### src/rtl/mem_access_unit_pkg.sv
// Shared definitions for the MEM-stage access unit: op codes, exception codes,
// FSM encodings and access-size helpers.
package mem_access_unit_pkg;

    localparam logic RstEnable   = 1'b1;
    localparam logic WriteEnable = 1'b1;

    localparam logic [3:0] OP_LB  = 4'd0;
    localparam logic [3:0] OP_LBU = 4'd1;
    localparam logic [3:0] OP_LH  = 4'd2;
    localparam logic [3:0] OP_LHU = 4'd3;
    localparam logic [3:0] OP_LW  = 4'd4;
    localparam logic [3:0] OP_LWU = 4'd5;
    localparam logic [3:0] OP_LD  = 4'd6;
    localparam logic [3:0] OP_SB  = 4'd8;
    localparam logic [3:0] OP_SH  = 4'd9;
    localparam logic [3:0] OP_SW  = 4'd10;
    localparam logic [3:0] OP_SD  = 4'd11;
    localparam logic [3:0] OP_LL  = 4'd12;
    localparam logic [3:0] OP_SC  = 4'd13;

    localparam logic [4:0] EXC_NONE = 5'd0;
    localparam logic [4:0] EXC_ADEL = 5'd4;
    localparam logic [4:0] EXC_ADES = 5'd5;
    localparam logic [4:0] EXC_BUS  = 5'd7;

    typedef enum logic [1:0] {
        ST_IDLE = 2'd0,
        ST_BUS  = 2'd1,
        ST_RESP = 2'd2
    } state_t;

    function automatic bit data_w_legal(int w);
        return (w == 32) || (w == 64);
    endfunction

    function automatic logic op_is_store(logic [3:0] op);
        return (op == OP_SB) || (op == OP_SH) || (op == OP_SW) ||
               (op == OP_SD) || (op == OP_SC);
    endfunction

    // Access size in bytes; 0 marks the NOP class (including LD/SD on a 32-bit path).
    function automatic logic [3:0] op_bytes(logic [3:0] op, logic wide);
        case (op)
            OP_LB, OP_LBU, OP_SB:               return 4'd1;
            OP_LH, OP_LHU, OP_SH:               return 4'd2;
            OP_LW, OP_LWU, OP_SW, OP_LL, OP_SC: return 4'd4;
            OP_LD, OP_SD:                       return wide ? 4'd8 : 4'd0;
            default:                            return 4'd0;
        endcase
    endfunction

    function automatic logic misaligned(logic [3:0] nbytes, logic [2:0] lo);
        case (nbytes)
            4'd2:    return lo[0];
            4'd4:    return |lo[1:0];
            4'd8:    return |lo;
            default: return 1'b0;
        endcase
    endfunction

endpackage

### src/rtl/mem_access_unit_lane_fmt.sv
// Combinational lane handling: load extract + sign/zero extend, store
// replication and byte-select generation from op and byte offset.
module mem_lane_fmt
    import mem_access_unit_pkg::*;
#(
    parameter  int DATA_W = 32,
    localparam int SEL_W  = DATA_W / 8,
    localparam int OFF_W  = $clog2(SEL_W)
) (
    input  logic [3:0]        op_i,
    input  logic [OFF_W-1:0]  off_i,
    input  logic [DATA_W-1:0] wdata_i,
    input  logic [DATA_W-1:0] rdata_i,
    output logic [DATA_W-1:0] load_o,
    output logic [DATA_W-1:0] store_o,
    output logic [SEL_W-1:0]  sel_o
);

    logic [DATA_W-1:0] shifted;

    always_comb begin
        shifted = rdata_i >> {off_i, 3'b000};
        load_o  = '0;
        store_o = '0;
        sel_o   = '0;
        case (op_i)
            OP_LB:        load_o = DATA_W'($signed(shifted[7:0]));
            OP_LBU:       load_o = DATA_W'(shifted[7:0]);
            OP_LH:        load_o = DATA_W'($signed(shifted[15:0]));
            OP_LHU:       load_o = DATA_W'(shifted[15:0]);
            OP_LW, OP_LL: load_o = DATA_W'($signed(shifted[31:0]));
            OP_LWU:       load_o = DATA_W'(shifted[31:0]);
            OP_LD:        load_o = shifted;
            OP_SB:        store_o = {SEL_W{wdata_i[7:0]}};
            OP_SH:        store_o = {(SEL_W / 2){wdata_i[15:0]}};
            OP_SW, OP_SC: store_o = {(SEL_W / 4){wdata_i[31:0]}};
            OP_SD:        store_o = wdata_i;
            default:      ;
        endcase
        case (op_i)
            OP_LB, OP_LBU, OP_SB:               sel_o = SEL_W'(1) << off_i;
            OP_LH, OP_LHU, OP_SH:               sel_o = SEL_W'(2'b11) << off_i;
            OP_LW, OP_LWU, OP_LL, OP_SW, OP_SC: sel_o = SEL_W'(4'hF) << off_i;
            OP_LD, OP_SD:                       sel_o = '1;
            default:                            ;
        endcase
    end

endmodule

### src/rtl/mem_access_unit.sv
// Multi-cycle MEM-stage access unit: IDLE/BUS/RESP FSM driving a ready/ack bus,
// with bus timeout and LL/SC reservation tracking.
module mem_access_unit
    import mem_access_unit_pkg::*;
#(
    parameter int DATA_W  = 32,
    parameter int ADDR_W  = 32,
    parameter int TIMEOUT = 255
) (
    input  logic                clk,
    input  logic                rst,
    input  logic                req_valid_i,
    input  logic [3:0]          op_i,
    input  logic [ADDR_W-1:0]   addr_i,
    input  logic [DATA_W-1:0]   wdata_i,
    input  logic                flush_i,
    output logic                stallreq_o,
    output logic                done_o,
    output logic [DATA_W-1:0]   rdata_o,
    output logic [4:0]          excode_o,
    output logic                llbit_o,
    output logic                bus_req_o,
    output logic                bus_we_o,
    output logic [DATA_W/8-1:0] bus_sel_o,
    output logic [ADDR_W-1:0]   bus_addr_o,
    output logic [DATA_W-1:0]   bus_wdata_o,
    input  logic                bus_ack_i,
    input  logic [DATA_W-1:0]   bus_rdata_i
);

    localparam int   SEL_W = DATA_W / 8;
    localparam int   OFF_W = $clog2(SEL_W);
    localparam int   CNT_W = (TIMEOUT > 1) ? $clog2(TIMEOUT) : 1;
    localparam logic [CNT_W-1:0] CNT_LAST = CNT_W'((TIMEOUT > 0) ? TIMEOUT - 1 : 0);
    localparam logic WIDE  = (DATA_W == 64);

    generate
        if (!data_w_legal(DATA_W)) begin : g_bad_data_w
            $error("mem_access_unit: DATA_W must be 32 or 64");
        end
    endgenerate

    state_t              state_q, state_d;
    logic [3:0]          op_q, op_d;
    logic [ADDR_W-1:0]   addr_q, addr_d;
    logic [DATA_W-1:0]   wdata_q, wdata_d;
    logic [SEL_W-1:0]    sel_q, sel_d;
    logic                we_q, we_d;
    logic [CNT_W-1:0]    cnt_q, cnt_d;
    logic                drop_q, drop_d;
    logic [DATA_W-1:0]   rdata_q, rdata_d;
    logic [4:0]          exc_q, exc_d;
    logic                llbit_q, llbit_d;
    logic [ADDR_W-3:0]   res_q, res_d;

    logic                idle, accept, req_mis, timeout_hit, drop, store_hit;
    logic [3:0]          req_bytes;
    logic [3:0]          fmt_op;
    logic [OFF_W-1:0]    fmt_off;
    logic [DATA_W-1:0]   fmt_load, fmt_store;
    logic [SEL_W-1:0]    fmt_sel;

    // One formatter serves both phases: request fields in IDLE, latched fields in BUS.
    assign idle    = (state_q == ST_IDLE);
    assign fmt_op  = idle ? op_i : op_q;
    assign fmt_off = idle ? addr_i[OFF_W-1:0] : addr_q[OFF_W-1:0];

    mem_lane_fmt #(.DATA_W(DATA_W)) u_fmt (
        .op_i    (fmt_op),
        .off_i   (fmt_off),
        .wdata_i (wdata_i),
        .rdata_i (bus_rdata_i),
        .load_o  (fmt_load),
        .store_o (fmt_store),
        .sel_o   (fmt_sel)
    );

    assign req_bytes   = op_bytes(op_i, WIDE);
    assign req_mis     = misaligned(req_bytes, addr_i[2:0]);
    assign accept      = idle && req_valid_i && !flush_i && (req_bytes != 4'd0);
    assign timeout_hit = (TIMEOUT != 0) && (cnt_q == CNT_LAST);
    assign drop        = drop_q || flush_i;
    assign store_hit   = op_is_store(op_q) && (addr_q[ADDR_W-1:2] == res_q);

    always_comb begin
        state_d = state_q;
        op_d    = op_q;
        addr_d  = addr_q;
        wdata_d = wdata_q;
        sel_d   = sel_q;
        we_d    = we_q;
        cnt_d   = cnt_q;
        drop_d  = drop_q;
        rdata_d = rdata_q;
        exc_d   = exc_q;
        llbit_d = llbit_q;
        res_d   = res_q;
        unique case (state_q)
            ST_IDLE: begin
                cnt_d  = '0;
                drop_d = 1'b0;
                if (accept) begin
                    op_d    = op_i;
                    addr_d  = addr_i;
                    we_d    = op_is_store(op_i);
                    wdata_d = fmt_store;
                    sel_d   = fmt_sel;
                    rdata_d = '0;
                    exc_d   = EXC_NONE;
                    if (req_mis) begin
                        exc_d   = op_is_store(op_i) ? EXC_ADES : EXC_ADEL;
                        state_d = ST_RESP;
                    end else if (op_i == OP_SC && !llbit_q) begin
                        state_d = ST_RESP;
                    end else begin
                        state_d = ST_BUS;
                    end
                end
            end
            ST_BUS: begin
                drop_d = drop;
                // Ack wins over a coincident timeout.
                if (bus_ack_i) begin
                    state_d = drop ? ST_IDLE : ST_RESP;
                    if (!drop) begin
                        if (op_q == OP_SC)  rdata_d = DATA_W'(1);
                        else if (we_q)      rdata_d = '0;
                        else                rdata_d = fmt_load;
                        if (op_q == OP_LL) begin
                            llbit_d = 1'b1;
                            res_d   = addr_q[ADDR_W-1:2];
                        end else if (op_q == OP_SC || store_hit) begin
                            llbit_d = 1'b0;
                        end
                    end
                end else if (timeout_hit) begin
                    state_d = drop ? ST_IDLE : ST_RESP;
                    exc_d   = EXC_BUS;
                    rdata_d = '0;
                end else begin
                    cnt_d = cnt_q + 1'b1;
                end
            end
            ST_RESP: state_d = ST_IDLE;
            default: state_d = ST_IDLE;
        endcase
    end

    always_ff @(posedge clk) begin
        if (rst == RstEnable) begin
            state_q <= ST_IDLE;
            op_q    <= '0;
            addr_q  <= '0;
            wdata_q <= '0;
            sel_q   <= '0;
            we_q    <= 1'b0;
            cnt_q   <= '0;
            drop_q  <= 1'b0;
            rdata_q <= '0;
            exc_q   <= EXC_NONE;
            llbit_q <= 1'b0;
            res_q   <= '0;
        end else begin
            state_q <= state_d;
            op_q    <= op_d;
            addr_q  <= addr_d;
            wdata_q <= wdata_d;
            sel_q   <= sel_d;
            we_q    <= we_d;
            cnt_q   <= cnt_d;
            drop_q  <= drop_d;
            rdata_q <= rdata_d;
            exc_q   <= exc_d;
            llbit_q <= llbit_d;
            res_q   <= res_d;
        end
    end

    assign stallreq_o  = accept || (state_q == ST_BUS);
    assign done_o      = (state_q == ST_RESP) && !flush_i;
    assign rdata_o     = done_o ? rdata_q : '0;
    assign excode_o    = done_o ? exc_q : EXC_NONE;
    assign llbit_o     = llbit_q;
    assign bus_req_o   = (state_q == ST_BUS);
    assign bus_we_o    = bus_req_o && (we_q == WriteEnable);
    assign bus_sel_o   = bus_req_o ? sel_q : '0;
    assign bus_addr_o  = bus_req_o ? {addr_q[ADDR_W-1:OFF_W], {OFF_W{1'b0}}} : '0;
    assign bus_wdata_o = bus_req_o ? wdata_q : '0;

endmodule

### config.mk
export PLATFORM = sky130hd
export DESIGN_NAME = mem_access_unit
export DESIGN_NICKNAME = d
export VERILOG_FILES = /design/src/rtl/mem_access_unit_pkg.sv /design/src/rtl/mem_access_unit_lane_fmt.sv /design/src/rtl/mem_access_unit.sv
export SDC_FILE = /design/constraint.sdc
export NUM_CORES = 1
export LEC_CHECK = 0
export CAP_MARGIN = 30
export CORE_ASPECT_RATIO = 1.5
export CORE_UTILIZATION = 30
export CTS_CLUSTER_DIAMETER = 200
export CTS_CLUSTER_SIZE = 30
export DETAILED_ROUTE_END_ITERATION = 12
export PLACE_DENSITY = 0.54
export SYNTH_ARGS = -nofsm -noshare
export SYNTH_HDL_FRONTEND = slang
export SYNTH_SLANG_ARGS = --single-unit
### constraint.sdc
create_clock -name clk -period 3.3 [get_ports clk]
set_input_delay 0.66 -clock clk [delete_from_list [all_inputs] [get_ports clk]]
set_output_delay 0.66 -clock clk [all_outputs]
set_load 0.01 [all_outputs]
# ---- Yosys cells after proc, flatten, opt, wreduce, memory -nomap -nowiden
# Memory sizes are Yosys's and may differ from the RTL's.
# Cells that the tools add are included.
dict set report classes {
  bitwise 1
  shift 4
  n_mux 37
  magnitude_cmp 0
  n_mul 0
  n_reduce_logical 40
  n_div 0
  eq_ne 36
  add_sub_neg 1
}
# op count
set ops {}
lappend ops {{2-to-1 mux 32 bit} 9}
lappend ops {{case mux 32 bit (5 select lines)} 1}
lappend ops {{case mux 32 bit (3 select lines)} 1}
lappend ops {{== test 4 bit, second input constant} 18}
lappend ops {{case mux 32 bit (2 select lines)} 1}
lappend ops {{>> shifter 32 x 5 -> 32 bit} 1}
lappend ops {{== test 30 bit} 1}
lappend ops {{2-to-1 mux 5 bit} 4}
lappend ops {{== test 4 x 3 -> 1 bit, second input constant} 4}
lappend ops {{2-to-1 mux 8 bit} 2}
lappend ops {{case mux 4 bit (4 select lines)} 1}
lappend ops {{case mux 8 bit (2 select lines)} 1}
lappend ops {{AND reduction 4 bit} 4}
lappend ops {{2-to-1 mux 2 bit} 7}
lappend ops {{== test 4 x 2 -> 1 bit, second input constant} 3}
lappend ops {{OR reduction 3 bit} 4}
lappend ops {{logical OR 1 bit} 11}
lappend ops {{case mux 5 bit (2 select lines)} 1}
lappend ops {{adder 8 x 1 -> 8 bit, second input constant} 1}
lappend ops {{== test 8 bit, second input constant} 1}
lappend ops {{2-to-1 mux 4 bit} 2}
lappend ops {{logical AND 1 bit} 7}
lappend ops {{OR reduction 5 bit} 1}
lappend ops {{== test 4 x 1 -> 1 bit, second input constant} 1}
lappend ops {{other kinds (24)} 32}
dict set report word_totals {
  wordCells 132
  input_bits 105
  mem_bits_ro 48
  output_inout_bits 110
  mem_count 1
  register_bits 152
  latch_bits 0
  ram_bits 0
}
# name depth width read_ports rd_ports_with_merged_regs wr line
set mem_list {}
lappend mem_list {{(name not given)} 16 3 1 0 0 mem_access_unit_pkg.sv:44} ;# case (op)

# ---- Logic depth before layout (Yosys ltp)
dict set report depth {
  depth_word 10
  depth_mapped 11
  ltp_nobuf 7
}

# ---- Hierarchy
# Synthesis repeated with hierarchy kept, for this count alone.
dict set report unflattened {
  hier_cells 1042
  hier_area_um2 8174.1
}
# module cells_per_inst n_inst area_each_um2
set modules_own_cells {}
lappend modules_own_cells {mem_access_unit 796 1 6476.2}
lappend modules_own_cells {mem_lane_fmt 246 1 1697.9}

# ---- Least setup slack after synthesis
# Ideal clock, no wire load.
dict set report synth_path {
  path_type {input to output}
  start {in op_i[1]}
  end {out stallreq_o}
  path_slack_ns 0.496
  arrival_ns 2.144
  cell_stages 6
  path_cell_list {clkbuf_1 > clkinv_1 > o21ai_1 > clkbuf_1 > clkbuf_1 > nand2_1}
}
dict set report synth_via {
  elab_chain_cells 4
}
# element line
set synth_rtl {}
lappend synth_rtl {{start: declaration} mem_access_unit.sv:13} ;# input logic [3:0] op_i,
lappend synth_rtl {{memory read (16 x 3 bit)} --}
lappend synth_rtl {{nonzero test 4 bit} mem_access_unit.sv:80} ;# assign accept = idle && req_valid_i && !flush_i && (req_bytes != 4'd0);
lappend synth_rtl {{logical AND 1 bit} mem_access_unit.sv:80}
lappend synth_rtl {{logical OR 1 bit} mem_access_unit.sv:179} ;# assign stallreq_o = accept || (state_q == ST_BUS);
lappend synth_rtl {{end: declaration} mem_access_unit.sv:17} ;# output logic stallreq_o,
# No other way between the ends.

# ---- Final worst setup path
dict set report layout_path {
  start {in op_i[0]}
  end {out stallreq_o}
}
# The elaborated chain is that of the path after synthesis.

==> impl_metrics.py <==
metrics = {
    "route": {
        "wl_met1_um": 11300,
        "routedWlPerCell_um": 17.9,
        "drc": 0,
        "first_iter_violations": 474,
        "route.met2.wl_um": 13500,
        "via_per_inst": 5.20,
        "met3WireLength_um": 1830,
        "drtPass1Iterations": 6,
        "top_layer": "met4",
        "num_vias": 7861,
        "totalWireLength_um": 27100,
        "ant_nets": 0,
    },
    "cells_and_area": {
        "drive_above_1_share": 0.0866,
        "fin_nets": 1272,
        "final_common_cell": "clkdlybuf4s50_1",
        "syn_to_final_growth_pct": 38.2,
        "layout_common_cells": "209 x clkdlybuf4s50_1, 149 x dfxtp_1, 137 x nand2_1",
        "final_cells": 1511,
        "multiInputGateArea_um2": 4590,
        "fillers": 2643,
        "n_antenna_cell": 0,
        "final-seq-area_um2": 3000,
    },
    "synth": {
        "yosys_warnings": 0,
        "synth_edf_count": 0,
        "ys_async_sr_fraction": 0,
        "ys_ff_latch": 150,
        "synthFlopType": "dfxtp_1",
        "syn_inst": 988,
        "syn_avg_cell_area_um2": 8.10,
        "yosys.cell_types.count": 72,
        "ys_seq_area_frac": 0.375,
        "syn_area_um2": 8000,
    },
    "cts": {
        "cts_tree": "built",
        "htree_levels": 4,
        "post_cts_buffers": 0,
        "numCtsBuffers": 17,
        "clk_latency_ns": 0.44,
        "postCtsHoldBufs": 0,
        "cts_buffer_depth": 2,
        "clock-sinks": 150,
        "clkTransAtPathRegs_ns": 0.07,
        "cts_resized": 0,
        "cts_root_buf": "clkbuf_16",
    },
    "die": {
        "start_util": 0.307,
        "pin_count": 215,
        "die_area_um2": 27300,
        "die_h_um": 202,
        "placementRows": 72,
        "coreArea_um2": 26000,
        "die_w_um": 135,
    },
    "timing": {
        "setup-violations-final": 0,
        "period_minus_slack_ns": 3.02,
        "setup_ws_ns": 0.281,
        "fin_crit_sh": 0.915,
        "holdWs_ns": 0.456,
        "rsz0062_at_grt": "no",
        "hold_violations": 0,
        "max-slew-margin-rel": 0.592,
        "max_freq_ghz": 0.331,
        "tns_ns": 0,
        "drv_slew": 0,
        "fin_skew_ns": 0.0134,
        "worst_pin_slew_ns": 0.611,
    },
    "place": {
        "gp_congestion": 0.885,
        "io_buffers": 210,
        "place_inst": 1479,
        "hpwl_um": 18800,
        "dpl_worst_slack_ns": 0.200,
    },
    "pwr": {
        "clockPowerShare": 0.427,
        "peakVddDrop_uv": 372,
        "p_per_area_nw_per_um2": 407,
        "p_leak_nw": 4.58,
        "seqPwrFrac": 0.417,
        "comb_power_share": 0.156,
        "p_switching_w": 0.00135,
        "swShare": 0.299,
        "power.internal_w": 0.00315,
    },
    "global_routing": {
        "grt_pass1_wl_um": 42300,
        "grt_max_degree": 89,
        "grt_usage": 0.199,
        "grt_overflow": 0,
        "antenna_found_initial": 0,
        "first_global_vias": 7618,
    },
    "worst_setup_path": {
        "crit_type": "in -> out",
        "cp-start-kind": "input pin",
        "critPathArrivalTime_ns": 2.36,
        "crit_required_ns": 2.64,
        "worstSetupEndpointType": "primary output",
        "crit_fanout": 10,
        "regToRegSetupSlack_ns": 0.73,
    },
    "hold_path": {
        "min_path_type": "reg -> reg",
    },
    "outcome": {
        "status": "complete, no violations",
    },
    "job": {
        "max_cap_viol_count": 0,
    },
}
==> synth_stat cells, types with 3 or more instances <==
cell | instances | area share
a211oi_1 | 10 | 0.0094
a211oi_2 | 10 | 0.016
a21boi_0 | 3 | 0.0028
a21oi_1 | 101 | 0.063
a222oi_1 | 15 | 0.019
a22o_1 | 17 | 0.019
a22oi_1 | 26 | 0.024
a2bb2oi_1 | 8 | 0.0088
a32oi_1 | 8 | 0.0088
and2_1 | 39 | 0.030
and3_1 | 73 | 0.057
buf_2 | 16 | 0.010
buf_4 | 7 | 0.0066
buf_6 | 5 | 0.0070
clkbuf_1 | 62 | 0.029
clkinv_1 | 3 | 0.0014
dfxtp_1 | 150 | 0.38
inv_1 | 5 | 0.0023
mux2i_1 | 39 | 0.049
nand2_1 | 137 | 0.064
nand3_1 | 20 | 0.013
nand4_1 | 5 | 0.0039
nor2_1 | 79 | 0.037
nor2b_1 | 3 | 0.0023
nor3_1 | 24 | 0.015
nor4_1 | 8 | 0.0063
o21a_1 | 3 | 0.0028
o21ai_0 | 14 | 0.0088
o21ai_1 | 4 | 0.0025
o21bai_1 | 8 | 0.0075
or3_1 | 3 | 0.0023
xor2_1 | 34 | 0.037
==> flip-flops by register name, indices dropped and copies added, names as in the netlist <==
register  count
addr_q       32
cnt_q         8
drop_q        1
exc_q         3
llbit_o       1
op_q          4
rdata_q      32
res_q        30
sel_q         4
state_q       2
wdata_q      32
we_q          1
==> routing by layer <==
layer | vias to the layer above | track usage
met5 | - | 0
met4 | 0 | 0.0618
met3 | 28 | 0.0499
met2 | 266 | 0.343
met1 | 3699 | 0.240
li1 | 3868 | -
==> worst paths after layout <==
check                                start     endpoint  depth (start not counted)
worst min register to register   addr_q[0]    addr_q[0]                          2
worst max register to register  state_q[1]  rdata_q[17]                          7
worst min-delay path             addr_q[0]    addr_q[0]                          2
worst max-delay path               op_i[0]   stallreq_o                          5
==> critical path: stages <==
cell             delay, ns
clkdlybuf4s50_1       0.62
a21oi_1               0.37
o21ai_4               0.10
nand2_1               0.08
clkdlybuf4s50_1       0.53
==> power groups by stage <==
stage	Clock, W	Combinational [W]	Sequential (W)
after floorplan	0	0.000397	0.00190
after global routing	0.00205	0.000763	0.00188
final	0.00192	0.000704	0.00187
after detailed placement	0	0.000705	0.00192
after global placement	0	0.000704	0.00192
after CTS	0.00198	0.000709	0.00187
==> cell type report <==
type | count | area share
Sequential cell | 150 | 0.272
Tap cell | 333 | 0.0377
Timing Repair Buffer | 245 | 0.220
Inverter | 8 | 0.00272
Clock inverter | 15 | 0.0138
Clock buffer | 17 | 0.0385
Multi-Input combinational cell | 743 | 0.415
==> logic make-up (layout without fill, tap and decap cells) <==
logic type,after synthesis,after routing,synth area share
AO/OA/AOI/OAI,251,251,0.222
buffers and inverters,98,285,0.0564
multiplexers,43,43,0.0550
adder cells (fa/ha/maj),2,2,0.00313
flip-flops,150,150,0.375
other,1,4,0.000469
XOR/XNOR,35,35,0.0383
AND/OR/NAND/NOR,408,408,0.250
==> stage by stage <==
step                 util  power [W]  instance area [um^2]
CTS                 0.425    0.00456                 11100
global route        0.425    0.00469                 11100
global placement    0.402    0.00262                 10500
detailed placement  0.402    0.00262                 10500
floorplan               -    0.00230                  8010
finish              0.425    0.00450                 11100
No activity file was read; power rests on OpenSTA's default activity.
